==> config.mk <==
export PLATFORM = sky130hd
export DESIGN_NAME = scan_load_scheduler_flat
export DESIGN_NICKNAME = d
export VERILOG_FILES = /design/src/rtl/scan_load_scheduler_if.sv /design/src/rtl/scan_load_scheduler.sv /design/src/flat_wrapper.sv
export SDC_FILE = /design/constraint.sdc
export NUM_CORES = 1
export LEC_CHECK = 0
export BUFFER_PORTS_ARGS = -buffer_cell sky130_fd_sc_hd__buf_2
export CORE_AREA = 2 2 406 408
export CTS_BUF_LIST = sky130_fd_sc_hd__clkbuf_8
export DETAILED_ROUTE_END_ITERATION = 10
export DIE_AREA = 0 0 408 410
export GPL_ROUTABILITY_DRIVEN = 1
export GPL_TIMING_DRIVEN = 0
export SLEW_MARGIN = 0
export SYNTH_ARGS = -nofsm -noshare
export SYNTH_HDL_FRONTEND = slang
export SYNTH_SLANG_ARGS = --single-unit
==> constraint.sdc <==
create_clock -name clock -period 3 [get_ports clock]
set_clock_uncertainty 0.05 [all_clocks]
set_input_delay 0.15 -clock clock [delete_from_list [all_inputs] [get_ports clock]]
set_output_delay 0.15 -clock clock [all_outputs]
set_load 0.01 [all_outputs]
==> src/rtl/scan_load_scheduler_if.sv <==
// Bundle shared by the host row stream, the scheduler and the scan-loaded buffers.
// The master side is the host/loader environment; the slave side is the scheduler.
interface scan_load_scheduler_if #(
    parameter int DATA_WIDTH = 512,
    parameter int NUM_REQ    = 2
);
    logic [NUM_REQ-1:0]    load_req;
    logic                  in_valid;
    logic [DATA_WIDTH-1:0] in_data;
    logic                  in_ready;
    logic [NUM_REQ-1:0]    scan_en;
    logic                  scan_valid;
    logic [DATA_WIDTH-1:0] scan_in;
    logic [NUM_REQ-1:0]    grant;
    logic [NUM_REQ-1:0]    load_done;
    logic                  busy;

    modport master (
        output load_req, in_valid, in_data,
        input  in_ready, scan_en, scan_valid, scan_in, grant, load_done, busy
    );

    modport slave (
        input  load_req, in_valid, in_data,
        output in_ready, scan_en, scan_valid, scan_in, grant, load_done, busy
    );
endinterface

==> src/rtl/scan_load_scheduler.sv <==
// Round-robin owner of the host row stream: grants one loader at a time, pulses its
// scan_en, forwards exactly NUM_ROWS rows, then pulses its load_done.
module scan_load_scheduler #(
    parameter int DATA_WIDTH = 512,
    parameter int NUM_ROWS   = 128,
    parameter int NUM_REQ    = 2
) (
    input  logic                 clock,
    input  logic                 reset,
    scan_load_scheduler_if.slave bus
);
    localparam int ROW_W = (NUM_ROWS > 1) ? $clog2(NUM_ROWS) : 1;
    localparam int IDX_W = $clog2(NUM_REQ);

    typedef enum logic [1:0] {IDLE, START, STREAM, DONE} state_e;

    state_e                state_q, state_d;
    logic [NUM_REQ-1:0]    grant_q, grant_d;
    logic [IDX_W-1:0]      gidx_q, gidx_d;
    logic [IDX_W-1:0]      rr_ptr_q, rr_ptr_d;
    logic [ROW_W-1:0]      row_cnt_q, row_cnt_d;
    logic [DATA_WIDTH-1:0] scan_in_q, scan_in_d;
    logic                  scan_valid_q, scan_valid_d;

    logic                  pick_found;
    logic                  hi_found;
    logic [IDX_W-1:0]      hi_idx, any_idx, pick_idx;

    // Descending scan leaves the lowest requester at/after rr_ptr in hi_idx and the
    // lowest requester overall in any_idx, which is the wrap-around choice.
    always_comb begin
        hi_found = 1'b0;
        hi_idx   = '0;
        any_idx  = '0;
        for (int i = NUM_REQ - 1; i >= 0; i--) begin
            if (bus.load_req[i]) begin
                any_idx = IDX_W'(i);
                if (i >= int'(rr_ptr_q)) begin
                    hi_found = 1'b1;
                    hi_idx   = IDX_W'(i);
                end
            end
        end
        pick_found = |bus.load_req;
        pick_idx   = hi_found ? hi_idx : any_idx;
    end

    always_comb begin
        // NOTE: every signal gets a default first so no path can infer a latch.
        state_d       = state_q;
        grant_d       = grant_q;
        gidx_d        = gidx_q;
        rr_ptr_d      = rr_ptr_q;
        row_cnt_d     = row_cnt_q;
        scan_in_d     = scan_in_q;
        scan_valid_d  = 1'b0;
        bus.in_ready  = 1'b0;
        bus.scan_en   = '0;
        bus.load_done = '0;
        unique case (state_q)
            IDLE: begin
                if (pick_found) begin
                    grant_d = NUM_REQ'(1) << pick_idx;
                    gidx_d  = pick_idx;
                    state_d = START;
                end
            end
            START: begin
                bus.scan_en = grant_q;
                state_d     = STREAM;
            end
            STREAM: begin
                bus.in_ready = 1'b1;
                if (bus.in_valid) begin
                    scan_in_d    = bus.in_data;
                    scan_valid_d = 1'b1;
                    if (row_cnt_q == ROW_W'(NUM_ROWS - 1)) begin
                        row_cnt_d = '0;
                        state_d   = DONE;
                    end else begin
                        row_cnt_d = row_cnt_q + ROW_W'(1);
                    end
                end
            end
            DONE: begin
                bus.load_done = grant_q;
                rr_ptr_d      = (gidx_q == IDX_W'(NUM_REQ - 1)) ? '0 : gidx_q + IDX_W'(1);
                grant_d       = '0;
                state_d       = IDLE;
            end
            default: state_d = IDLE;
        endcase
    end

    always_ff @(posedge clock or negedge reset) begin
        if (!reset) begin
            state_q      <= IDLE;
            grant_q      <= '0;
            gidx_q       <= '0;
            rr_ptr_q     <= '0;
            row_cnt_q    <= '0;
            // NOTE: the row register is reset too because scan_in must read 0 in reset.
            scan_in_q    <= '0;
            scan_valid_q <= 1'b0;
        end else begin
            state_q      <= state_d;
            grant_q      <= grant_d;
            gidx_q       <= gidx_d;
            rr_ptr_q     <= rr_ptr_d;
            row_cnt_q    <= row_cnt_d;
            scan_in_q    <= scan_in_d;
            scan_valid_q <= scan_valid_d;
        end
    end

    assign bus.grant      = grant_q;
    assign bus.scan_in    = scan_in_q;
    assign bus.scan_valid = scan_valid_q;
    assign bus.busy       = (state_q != IDLE);
endmodule

==> src/flat_wrapper.sv <==
// flat-port wrapper written by rule: the top's interface ports become plain ports
module scan_load_scheduler_flat 
#(
    parameter int DATA_WIDTH = 512,
    parameter int NUM_ROWS   = 128,
    parameter int NUM_REQ    = 2
)
  (clock, reset, bus_load_req, bus_in_valid, bus_in_data, bus_in_ready, bus_scan_en, bus_scan_valid, bus_scan_in, bus_grant, bus_load_done, bus_busy);
  scan_load_scheduler_if #(.DATA_WIDTH(DATA_WIDTH), .NUM_REQ(NUM_REQ)) bus_i ();
  input  logic clock;
  input  logic reset;
  input wire logic [$bits(bus_i.load_req)-1:0] bus_load_req;
  input wire logic [$bits(bus_i.in_valid)-1:0] bus_in_valid;
  input wire logic [$bits(bus_i.in_data)-1:0] bus_in_data;
  output wire logic [$bits(bus_i.in_ready)-1:0] bus_in_ready;
  output wire logic [$bits(bus_i.scan_en)-1:0] bus_scan_en;
  output wire logic [$bits(bus_i.scan_valid)-1:0] bus_scan_valid;
  output wire logic [$bits(bus_i.scan_in)-1:0] bus_scan_in;
  output wire logic [$bits(bus_i.grant)-1:0] bus_grant;
  output wire logic [$bits(bus_i.load_done)-1:0] bus_load_done;
  output wire logic [$bits(bus_i.busy)-1:0] bus_busy;
  assign bus_i.load_req = bus_load_req;
  assign bus_i.in_valid = bus_in_valid;
  assign bus_i.in_data = bus_in_data;
  assign bus_in_ready = bus_i.in_ready;
  assign bus_scan_en = bus_i.scan_en;
  assign bus_scan_valid = bus_i.scan_valid;
  assign bus_scan_in = bus_i.scan_in;
  assign bus_grant = bus_i.grant;
  assign bus_load_done = bus_i.load_done;
  assign bus_busy = bus_i.busy;
  scan_load_scheduler #(.DATA_WIDTH(DATA_WIDTH), .NUM_ROWS(NUM_ROWS), .NUM_REQ(NUM_REQ)) u_core (.clock(clock), .reset(reset), .bus(bus_i));
endmodule
=== After elaboration in Yosys (flattened, before gate mapping) ===
Cells that the tools add are included.

* Memories: 0
* Register bits: 526
* ROM bits: 0
* Word-level logic and storage cells: 46
* Output and inout bits: 521
* Bits in latches: 0
* RAM bits: 0

* Order comparisons: 1
* Shift-type cells: 1
* Div/mod/pow operators: 0
* $mul: 0
* Reductions and logical operators: 8
* Muxes and demuxes: 20
* Eq/ne operators: 7
* Add/sub/neg operators: 2
* Bitwise gates (word level): 0

{| class="wikitable"
|+ Operators by type and width
! operator !! number
|-
| $mux W2 || 6
|-
| $mux W1 || 11
|-
| $pmux W2 S4 || 1
|-
| $add A7 B1 Y7 const B || 1
|-
| $eq A7 B7 Y1 const B || 1
|-
| $mux W7 || 1
|-
| $reduce_and A2 Y1 || 3
|-
| $eq A2 B2 Y1 const B || 2
|-
| $ne A2 B1 Y1 const B || 2
|-
| $pmux W2 S2 || 1
|-
| $reduce_bool A2 Y1 || 2
|-
| $reduce_and A3 Y1 || 1
|-
| $eq A2 B1 Y1 const B || 1
|-
| $logic_not A2 Y1 || 1
|-
| $ne A2 B2 Y1 const B || 1
|-
| $reduce_or A2 Y1 || 1
|-
| $shl A1 B1 Y2 const A || 1
|-
| $add A1 B1 Y1 const B || 1
|-
| $ge A1 B1 Y1 const A || 1
|}

=== Longest topological paths before layout ===
* Depth after elaboration: 7
* Gate-level depth with buffers: 8
* Mapped depth without buffers: 6

=== Least setup slack after synthesis ===
Ideal clock, no wire load.

* Path type: register to register
* From: register u_core.state_q[0]
* To: register u_core.scan_in_q[220], in the netlist u_core.bus.scan_in[220]
* Arrival: 1.482 ns
* Stages on the path, launching flop included: 9
* Data required time: 2.833 ns
* Setup slack: 1.352 ns
* Path through: dfrtp_1 -> inv_1 -> ha_1 -> nand2_1 -> buf_4 -> buf_2 -> buf_4 -> nand2_1 -> nand2_1

* Word-level cells in the longest chain between the ends: 2

{| class="wikitable"
|+ RTL lines
! element !! line !! RTL
|-
| start: declaration || scan_load_scheduler.sv:17 || <nowiki>state_e state_q, state_d;</nowiki>
|-
| start signal: assignment || scan_load_scheduler.sv:106 || <nowiki>state_q <= state_d;</nowiki>
|-
| $eq A2 B2 Y1 || scan_load_scheduler.sv:60 || <nowiki>unique case (state_q)</nowiki>
|-
| $reduce_and A2 Y1 (no line) || - ||
|-
| end signal: assignment || scan_load_scheduler.sv:111 || <nowiki>scan_in_q <= scan_in_d;</nowiki>
|-
| end: declaration || scan_load_scheduler.sv:22 || <nowiki>logic [DATA_WIDTH-1:0] scan_in_q, scan_in_d;</nowiki>
|}

Every way passes these cells.
A chain may end at the register's enable or synchronous reset.

=== Worst setup path after layout ===
* From: register u_core.state_q[0]
* To: register u_core.scan_in_q[193], in the netlist u_core.bus.scan_in[193]

Same word-level chain as after synthesis.

==> run metrics <==
status=complete, no violations; WHS=0.109 ns; Bufs on Longest Clock Path=3; initial antenna violation count=45; Top Layer Used=met5; RR Startpoint=u_core.state_q[0]; Worst Path Max Fanout=12; via count=23.3k; RSZ-0062 raised after global routing=false; dpl cell area=28,000 sq um; GP Congestion=0.929; slew margin rel.=42.4%; IO Pins=1,038; total power=35.3 mW; pre-CTS WS=-0.141 ns; drt initial violations=1,607; sequential fraction of the synthesis area=66.2%; post-synth top area share=66.2%; post-layout min period=2.67 ns; CP endpoint kind=flop; Leak=20.7 nW; most common library cells after synthesis=1,546 x nand2_1, 526 x dfrtp_1, 63 x buf_2; Ys Warns=0; vias in the first global route=23.9k; Die Wd=408 um; clk_lat worst skew=0.79 ns; Synth cell types=28; count of input and output buffers=1,037; CP required=3.69 ns; CTS Sinks=526; worst r2r path cells=8; Synth async-reset ratio=100%; Seq cells post-synth=526; Internal Power=20.0 mW; root buf cell=clkbuf_8; Vias/cell=3.58; largest net degree at the start of global routing=111; Post-Syn Nets=2,756; Final Instance Area=38,500 sq um; Core Box Area=163,000 sq um; Worst Hold Endpoint=u_core.bus.scan_in[475]; ranking of synthesized cells by area=dfrtp_1 66%, nand2_1 29%, buf_2 1.6%; Sw Ratio=43.5%; number of iterations in the first detailed-routing pass=5; Crit Path Class=reg2reg; pins over their slew limit=0; crit-path cells=inv_1, ha_1, nand2_1, inv_2, buf_4, buf_2, nand2_1, nand2_1; worst-path cell with the longest stage delay=buf_4; clock-pin slew on the worst setup and hold paths=0.06 ns; GRT Util Overall=17.6%; DRC=0; initial core utilization=12.2%; die area=167,000 sq um; CP max stage delay=0.42 ns; row count=149; Tcrit/Tclk final=89.2%; CP top delay family=buffers and inverters; DP HPWL=122,000 um; sequential share of power=34.8%; Hold Startpoint=bus_in_data[475]; count of final setup violators=0; CP bufs+invs=4; TritonCTS clock tree=built; routed length on met2=70,900 um; CP most frequent cell=nand2_1; Die Span Y=410 um; logic gate share of total power=42.3%; WL/cell=23.4 um; share of layout cells above drive strength 1=30.2%; Layout Nets=4,724; average cell area after synthesis=8.91 sq um; crit start category=flop; TritonCTS buffer count=106; R2R Setup Slk=0.33 ns; Worst EP arrival=3.36 ns; Clock power frac=23.0%; Slew @ Worst Pin=0.864 ns; max_cap viols=0; switching power=15.3 mW; power per cell area=916 nW/um^2; Hold Path Depth=4; Final Util=23.6%; post-synth top area cell=dfrtp_1; worst setup margin=0.325 ns; Post-Route WL=152,000 um; met3 routed WL=12,500 um; Fin. Hold Viols=0; cell with the most instances after synthesis=nand2_1; reg2reg end=u_core.bus.scan_in[193]; Layout area overhead=93.6%; met1 WL=60,800 um; Peak VDD IR=387 uV; f_max=0.374 GHz; ys flop type=dfrtp_1; grt ovf=0; Detail Route Antenna Nets=0; Syn Inst Count=2,233; hold crit path type=in2reg; number of synthesized flops with an enable pin=0; Clock H-tree levels=3; Post-Syn Area=19,900 sq um; first-pass GRT wire length=202,000 um
-- stage by stage --
| step | setup TNS (ns) | instances |
|---|---|---|
| 6_report | 0 | 6505 |
| 5_1_grt | 0 | 6492 |
| 4_1_cts | 0 | 6472 |
| 3_5_place_dp | -0.309 | 5464 |
| 3_3_place_gp | -5452.58 | 5459 |
| 2_1_floorplan | 0 | 2233 |
-- metal layers --
layer	vias to the layer above	GRT usage, %
li1	10700	-
met1	11200	20.9
met2	1082	28.8
met3	257	5.48
met4	14	8.40
met5	-	0
-- layout make-up --
class                           count  area (sq um)
Fill cell                       17900        125000
Timing Repair Buffer             1860         13500
Sequential cell                   526         13200
Multi-Input combinational cell   1588          6130
Tap cell                         2189          2740
Clock buffer                      130          1790
Buffer                            114           589
Clock inverter                     60           458
Antenna cell                       33          82.6
Inverter                            5          18.8
-- registers in the layout, indices dropped and copies added, names as in the netlist --
signal,flops
u_core.row_cnt_q,7
u_core.bus.grant,2
u_core.state_q,2
u_core.rr_ptr_q,1
u_core.gidx_q,1
u_core.bus.scan_in,512
u_core.bus.scan_valid,1
-- timing repair --
item / 4_1_cts / 5_1_grt
hold endpoints to repair: 656 / 0
endpoints found under the setup margin: 8 / 10
pin swaps: 0 / 0
cloned: 0 / 0
hold buffers: 818 / 0
resized for setup: 1 / 3
buffers inserted: 0 / 0
-- worst register-to-register path: cells and delay by family (launching register included) --
| family | cells | cell delay, ns |
|---|---|---|
| buffers and inverters | 4 | 1.26 |
| AND/OR/NAND/NOR | 3 | 0.66 |
| flip-flops | 1 | 0.41 |
| adder cells (fa/ha/maj) | 1 | 0.24 |
-- cells by family after synthesis --
| group | Yosys count | share of synthesized area, % |
|---|---|---|
| xor gates and xnor gates | 3 | 0.132 |
| buffers and inverters | 119 | 3.04 |
| muxes | 3 | 0.157 |
| and+or+nand+nor | 1564 | 29.7 |
| adders and majority gates | 6 | 0.377 |
| DFF | 526 | 66.2 |
| AOI/OAI and AO/OA | 12 | 0.434 |
-- worst max path at each step --
stage,start,endpoint,cells past startpoint
after floorplan,u_core.state_q[0],u_core.bus.scan_in[220],8
after global placement,reset,u_core.bus.scan_in[168],1
after detailed placement,u_core.state_q[0],u_core.bus.scan_in[160],8
after CTS,u_core.state_q[0],u_core.bus.scan_in[212],7
after global routing,u_core.state_q[0],u_core.bus.scan_in[160],8
final,u_core.state_q[0],u_core.bus.scan_in[193],8
-- power by group through the flow --
stage                     clock network (mW)  logic, mW  registers, mW
after floorplan                            0       4.37           13.7
after global placement                     0       14.2           12.2
after detailed placement                   0       14.2           12.2
after CTS                               8.45       15.2           12.2
after global routing                    8.74       16.2           12.6
final                                   8.10       14.9           12.3
-- placed cells by master, fill, tap and decap left out, types with 2 or more instances in the layout --
master         instances
clkbuf_8             130
xnor2_1                3
nand3_1                4
buf_2               1098
nor2_1                 3
mux2i_1                2
ha_1                   6
clkinvlp_4             2
buf_1                  4
buf_16                 6
a21oi_1                3
clkinv_8               2
a31oi_1                2
diode_2               33
clkbuf_1              25
dlygate4sd3_1        817
and2_1                 4
clkinv_2              18
a22o_1                 2
nand2_1             1546
inv_1                 34
buf_4                 22
nand4_1                3
dfrtp_1              526
bufinv_16              6
No activity file was read; power rests on OpenSTA's default activity.
